File: src/rtl/traffic_pkg.sv
// Shared definitions for the traffic-light command sequencer: FSM encoding,
// default widths and the layout of the 3-bit table index {light[1:0], color}.
package traffic_pkg;

  localparam int TIME_W_DEF = 5;
  localparam int N_ENTRY    = 8;
  localparam int IDX_W      = 3;
  localparam int CNT_W      = 4;

  // Index field positions: light = idx[2:1], color = idx[0]
  localparam int LIGHT_HI  = 2;
  localparam int LIGHT_LO  = 1;
  localparam int COLOR_BIT = 0;

  typedef enum logic [2:0] {
    S_IDLE    = 3'd0,
    S_SCAN    = 3'd1,
    S_SETUP   = 3'd2,
    S_SEND    = 3'd3,
    S_GO_WAIT = 3'd4,
    S_GO      = 3'd5,
    S_DONE    = 3'd6
  } state_t;

  function automatic logic [1:0] light_of(input logic [IDX_W-1:0] idx);
    return idx[LIGHT_HI:LIGHT_LO];
  endfunction

  function automatic logic color_of(input logic [IDX_W-1:0] idx);
    return idx[COLOR_BIT];
  endfunction

endpackage

File: src/rtl/traffic_cfg_tbl.sv
// 8 x TIME_W duration table (4 lights x 2 colours). Asynchronous read,
// synchronous write that is refused while a sequence is replaying.
module traffic_cfg_tbl
  import traffic_pkg::*;
#(
  parameter int TIME_W   = TIME_W_DEF,
  parameter int DEF_TIME = 5
) (
  input  logic              clk,
  input  logic              rst,
  input  logic              i_busy,
  input  logic              i_we,
  input  logic [IDX_W-1:0]  i_waddr,
  input  logic [TIME_W-1:0] i_wdata,
  input  logic [IDX_W-1:0]  i_raddr,
  output logic [TIME_W-1:0] o_rdata
);

  logic [TIME_W-1:0] r_mem [N_ENTRY];

  // Table storage: reset to the default duration, writes only when idle
  always_ff @(posedge clk or negedge rst) begin
    if (!rst) begin
      for (int i = 0; i < N_ENTRY; i++) r_mem[i] <= TIME_W'(DEF_TIME);
    end else if (i_we && !i_busy) begin
      r_mem[i_waddr] <= i_wdata;
    end
  end

  assign o_rdata = r_mem[i_raddr];

endmodule

File: src/rtl/traffic_cfg_seq.sv
// Traffic-light command initiator: replays the duration table as paced
// inst_send commands followed by one inst_go pulse.
// Optional build macro TRAFFIC_CFG_ABORT_EN adds an 'abort' input that
// returns the FSM to IDLE from any active state.
// Handshake: there is no back-pressure; inst_send/inst_go are one-cycle
// strobes and the field outputs are stable for HOLD cycles before each one.
module traffic_cfg_seq
  import traffic_pkg::*;
#(
  parameter int TIME_W   = TIME_W_DEF,
  parameter int HOLD     = 2,
  parameter int DEF_TIME = 5
) (
  input  logic              clk,
  input  logic              rst,
  input  logic              start,
  input  logic [3:0]        start_mask,
  input  logic              cfg_we,
  input  logic [IDX_W-1:0]  cfg_addr,
  input  logic [TIME_W-1:0] cfg_time,
`ifdef TRAFFIC_CFG_ABORT_EN
  input  logic              abort,
`endif
  output logic              inst_send,
  output logic              inst_go,
  output logic [1:0]        traffic_sel,
  output logic              color_sel,
  output logic              start_color,
  output logic [TIME_W-1:0] input_time,
  output logic              busy,
  output logic              done,
  output logic [2:0]        dbg_state
);

  state_t            r_state;
  state_t            w_state_nxt;
  logic [IDX_W-1:0]  r_idx;
  logic [3:0]        r_mask;
  logic [CNT_W-1:0]  r_cnt;
  logic [1:0]        r_traffic_sel;
  logic              r_color_sel;
  logic              r_start_color;
  logic [TIME_W-1:0] r_input_time;
  logic [TIME_W-1:0] w_rd_data;
  logic              w_abort;
  logic              w_last;
  logic              w_skip;
  logic              w_cnt_done;
  logic              w_busy;

`ifdef TRAFFIC_CFG_ABORT_EN
  assign w_abort = abort && (r_state != S_IDLE);
`else
  assign w_abort = 1'b0;
`endif

  assign w_busy     = (r_state != S_IDLE);
  assign w_last     = (r_idx == IDX_W'(N_ENTRY - 1));
  assign w_skip     = (w_rd_data == '0);
  assign w_cnt_done = (r_cnt == CNT_W'(HOLD - 1));

  traffic_cfg_tbl #(
    .TIME_W   (TIME_W),
    .DEF_TIME (DEF_TIME)
  ) u_tbl (
    .clk     (clk),
    .rst     (rst),
    .i_busy  (w_busy),
    .i_we    (cfg_we),
    .i_waddr (cfg_addr),
    .i_wdata (cfg_time),
    .i_raddr (r_idx),
    .o_rdata (w_rd_data)
  );

  // State register
  always_ff @(posedge clk or negedge rst) begin
    if (!rst) r_state <= S_IDLE;
    else      r_state <= w_state_nxt;
  end

  // Next-state logic; abort overrides every step decision
  always_comb begin
    w_state_nxt = r_state;
    unique case (r_state)
      S_IDLE:    if (start) w_state_nxt = S_SCAN;
      S_SCAN:    if (!w_skip) w_state_nxt = S_SETUP;
                 else if (w_last) w_state_nxt = S_GO_WAIT;
      S_SETUP:   if (w_cnt_done) w_state_nxt = S_SEND;
      S_SEND:    w_state_nxt = w_last ? S_GO_WAIT : S_SCAN;
      S_GO_WAIT: if (w_cnt_done) w_state_nxt = S_GO;
      S_GO:      w_state_nxt = S_DONE;
      S_DONE:    w_state_nxt = S_IDLE;
      default:   w_state_nxt = S_IDLE;
    endcase
    if (w_abort) w_state_nxt = S_IDLE;
  end

  // Outputs decoded from state; strobes are suppressed in an abort cycle
  always_comb begin
    inst_send = (r_state == S_SEND) && !w_abort;
    inst_go   = (r_state == S_GO)   && !w_abort;
    done      = (r_state == S_DONE) && !w_abort;
    busy      = w_busy;
    dbg_state = r_state;
  end

  // Datapath: index walk, mask capture, hold counter and field registers
  always_ff @(posedge clk or negedge rst) begin
    if (!rst) begin
      r_idx         <= '0;
      r_mask        <= '0;
      r_cnt         <= '0;
      r_traffic_sel <= '0;
      r_color_sel   <= 1'b0;
      r_start_color <= 1'b0;
      r_input_time  <= '0;
    end else if (!w_abort) begin
      // Hold counter restarts whenever a wait state is entered
      if (((r_state == S_SETUP) || (r_state == S_GO_WAIT)) && (w_state_nxt == r_state))
        r_cnt <= r_cnt + 1'b1;
      else
        r_cnt <= '0;

      unique case (r_state)
        S_IDLE: if (start) begin
          r_mask <= start_mask;
          r_idx  <= '0;
        end
        S_SCAN: begin
          if (!w_skip) begin
            r_traffic_sel <= light_of(r_idx);
            r_color_sel   <= color_of(r_idx);
            r_start_color <= r_mask[light_of(r_idx)];
            r_input_time  <= w_rd_data;
          end else if (!w_last) begin
            r_idx <= r_idx + 1'b1;
          end
        end
        S_SEND: if (!w_last) r_idx <= r_idx + 1'b1;
        default: ;
      endcase
    end
  end

  assign traffic_sel = r_traffic_sel;
  assign color_sel   = r_color_sel;
  assign start_color = r_start_color;
  assign input_time  = r_input_time;

endmodule

File: config.mk
export PLATFORM = sky130hd
export DESIGN_NAME = traffic_cfg_seq
export DESIGN_NICKNAME = d
export VERILOG_FILES = /design/src/rtl/traffic_pkg.sv /design/src/rtl/traffic_cfg_tbl.sv /design/src/rtl/traffic_cfg_seq.sv
export SDC_FILE = /design/constraint.sdc
export NUM_CORES = 1
export LEC_CHECK = 0
export BUFFER_PORTS_ARGS = -buffer_cell sky130_fd_sc_hd__buf_2
export CORE_UTILIZATION = 58
export CTS_CLUSTER_SIZE = 10
export DETAILED_ROUTE_END_ITERATION = 7
export HOLD_SLACK_MARGIN = 0.02
export PLACE_DENSITY = 0.85
export SLEW_MARGIN = 20
export SYNTH_ARGS = -nofsm -noshare
export SYNTH_HDL_FRONTEND = slang
export SYNTH_SLANG_ARGS = --single-unit
File: constraint.sdc
create_clock -name clk -period 2.8 [get_ports clk]
set_input_delay 0.56 -clock clk [delete_from_list [all_inputs] [get_ports clk]]
set_output_delay 0.56 -clock clk [all_outputs]
set_load 0.05 [all_outputs]
==> metrics.cfg <==
[critical_path]
reg2reg_from = r_idx[0]
r2r_cells = 5
startpoint_type = flip-flop
path_buf_inv = 0
rrSetupSlack_ns = 0.07
cp_top_family = multiplexers
cp_slowest_stage_delay_ns = 0.75
worst_ep_required_time_ns = 3.02
cp_cell_sequence = mux4_1 -> mux2i_1 -> nand4_2 -> o21ai_4 -> mux2_2
slowest_stage = dfrtp_1
worstSetupPathType = reg2reg
cp_num_cells = 5
cp-end-kind = flip-flop
r2r-end = color_sel
crit_arrival_ns = 2.95
worst-path-max-fanout = 13

[yosys]
syn_area_per_cell_um2 = 14.7
synth_edf_count = 0
async_flop_share = 1.00
yosysMostFrequentCell = mux2_2
ys_ff_latch = 63
netlist_top_cells_area = dfrtp_1 39%, mux2_2 19%, dfstp_2 14%, mux4_1 8.8%, ha_1 1.7%
muxShareOfSynthArea = 0.300
yosys.area_share.simple = 0.0753
synth_nets = 224
yosys_warnings = 0
synth_compound_area_frac = 0.0473
syn_inst = 204
synth-xor-area-share = 0.00878
yosys-top-cells-count = 50 x mux2_2, 47 x dfrtp_1, 16 x dfstp_2
yosysSeqAreaShare = 0.534
synth_top_cell_area_share = 0.393
syn-cell-area_mm2 = 0.00299
synth_top_family_by_area = multiplexers
synth_fa_ha_area_frac = 0.0167
synth_cell_types = 38
synth_top_cell_by_area = dfrtp_1
synth_ff_type = dfrtp_1

[timing]
worst_pin_slew_ns = 0.643
relSlewSlack = 0.571
tns_ns = 0
max_freq_mhz = 366
hold_viol = 0
min_period_over_period = 0.977
finClkSkew_ns = 0.00558
timing.hold.ws_ns = 0.246
drv_slew = 0
period_minus_slack_ns = 2.73
finalWorstSetupSlack_ns = 0.0650
grt_setup_unrepaired = no
setup_viol = 0

[clock_tree]
clk_latency_ns = 0.33
ctsResizeCount = 0
cts_tree = yes
cts.hold.buffers_added = 0
clk_root_buffer_cell = clkbuf_8
htreeDepth = 3
clkSinkCount = 63
numCtsBuffers = 9
cts.clk_slew.worst_paths_ns = 0.07
cts_max_path_buffers = 2
postCtsSetupBuffers = 0

[place]
io_buffers = 31
gp_congestion = 0.808
hpwlAfterDp_um = 3850
dp_slack_ns = 0.123

[routing]
post_drt_wl_per_cell_um = 17.8
drcViolationCount = 0
num_vias = 1843
drt-initial-drc-count = 191
ant_nets = 0
drt_wl_total_um = 5610
viasPerCell = 5.83
dr.pass1.iters = 4

[grt]
overflow = 0
grt_pass1_vias = 1801
grt_pass1_wl_um = 9120
antenna_found_initial = 0
grt_max_degree = 37
grt_usage = 0.241

[power]
powerDensity_mw_per_mm2 = 1210
p_leak_uw = 0.00156
ir_drop_mv = 0.639

[final_layout]
antenna_cells = 0
drive_gt1_frac = 0.494
fin_util = 0.709
fill_cells = 315
area_delta_synth_final_pct = 14.9
nets = 264

[floorplan]
die-area_mm2 = 0.00545
row_count = 25
core_area_mm2 = 0.00485
die_h_um = 73.8
initial_core_util = 0.617
fp.dieW_um = 73.8
io-pin-count = 32

[job]
drv_cap = 0

[hold_path]
hold_class = in2async

[run_status]
status = finished, final reports clean

-- worst register-to-register path, cell delays in order, from the launching register on --
cell and delay [ns]:
dfrtp_1 0.75, mux4_1 0.64, mux2i_1 0.28, nand4_2 0.25, o21ai_4 0.31, mux2_2 0.39
-- how the worst max path moves through the flow --
stage	to	startpoint	slack, ns
after floorplan	done	dbg_state[1]	0.48
after global placement	traffic_sel[1]	r_idx[0]	0.21
final	color_sel	r_idx[0]	0.07
after CTS	color_sel	r_idx[0]	0.10
after detailed placement	start_color	r_idx[0]	0.12
after global routing	color_sel	r_idx[0]	0.02
-- power by group --
group,total (uW),internal [uW],switching (uW)
Clock,765,431,333
Combinational,1650,793,852
Sequential,1740,1420,321
-- layout make-up --
cell class / count / area [um^2] / share of cell area
multi-input cells: 130 / 1350 / 0.392
well taps: 67 / 83.8 / 0.0244
clock buffers: 12 / 145 / 0.0422
repair buffers: 36 / 205 / 0.0597
clock inverters: 4 / 45.0 / 0.0131
flip-flops and latches: 63 / 1600 / 0.465
inverters: 4 / 15.0 / 0.00437
-- registers in the layout, indices dropped and copies added, names as in the netlist --
signal,count
dbg_state,3
traffic_sel,2
r_mask,4
u_tbl.r_mem,40
input_time,5
r_idx,3
color_sel,1
r_cnt,4
start_color,1
-- cells in the final DEF (no fill, tap or decap), types with 2 or more instances in the layout --
cell type  netlist  layout
nor3b_1          4       3
mux2_2          50      50
nor2_1           9       9
xnor2_1          2       2
nand2_1          8       8
dfrtp_1         47      47
clkinv_2         0       3
inv_1            4       4
clkbuf_1         4       2
mux2i_1          5       5
buf_4            1       4
and2_1           3       3
a22o_1           2       2
o2bb2ai_1        4       4
nand3_1          2       2
buf_2            1      31
nand3b_1         4       4
and3_1           2       2
nor3_1           2       2
mux4_1          10      10
clkbuf_8         0      10
a21oi_1          2       2
dfstp_2         16      16
ha_1             4       4
nor2b_1          3       3
-- through the flow --
| stage | cell area (um^2) | total power, uW | std cells |
|---|---|---|---|
| 2_1_floorplan | 3000 | 3000 | 204 |
| 3_3_place_gp | 3250 | 3310 | 300 |
| 3_5_place_dp | 3250 | 3380 | 300 |
| 4_1_cts | 3440 | 4170 | 316 |
| 5_1_grt | 3440 | 4380 | 316 |
| 6_report | 3440 | 4150 | 316 |
-- per-layer routing --
metal / global-route usage / part of all wire / vias to the layer above
li1: - / - / 843
met1: 0.317 / 0.46 / 931
met2: 0.374 / 0.47 / 61
met3: 0.0672 / 0.045 / 8
met4: 0.111 / 0.017 / 0
met5: 0 / 0 / -
-- kinds of logic (layout without fill, tap and decap cells) --
logic type | count (synthesis) | in the layout
XOR/XNOR | 3 | 3
flip-flops | 63 | 63
multiplexers | 66 | 66
buffers and inverters | 11 | 56
adder cells (fa/ha/maj) | 4 | 4
AO/OA/AOI/OAI | 16 | 16
AND/OR/NAND/NOR | 41 | 41
(Power assumes the default switching activity.)
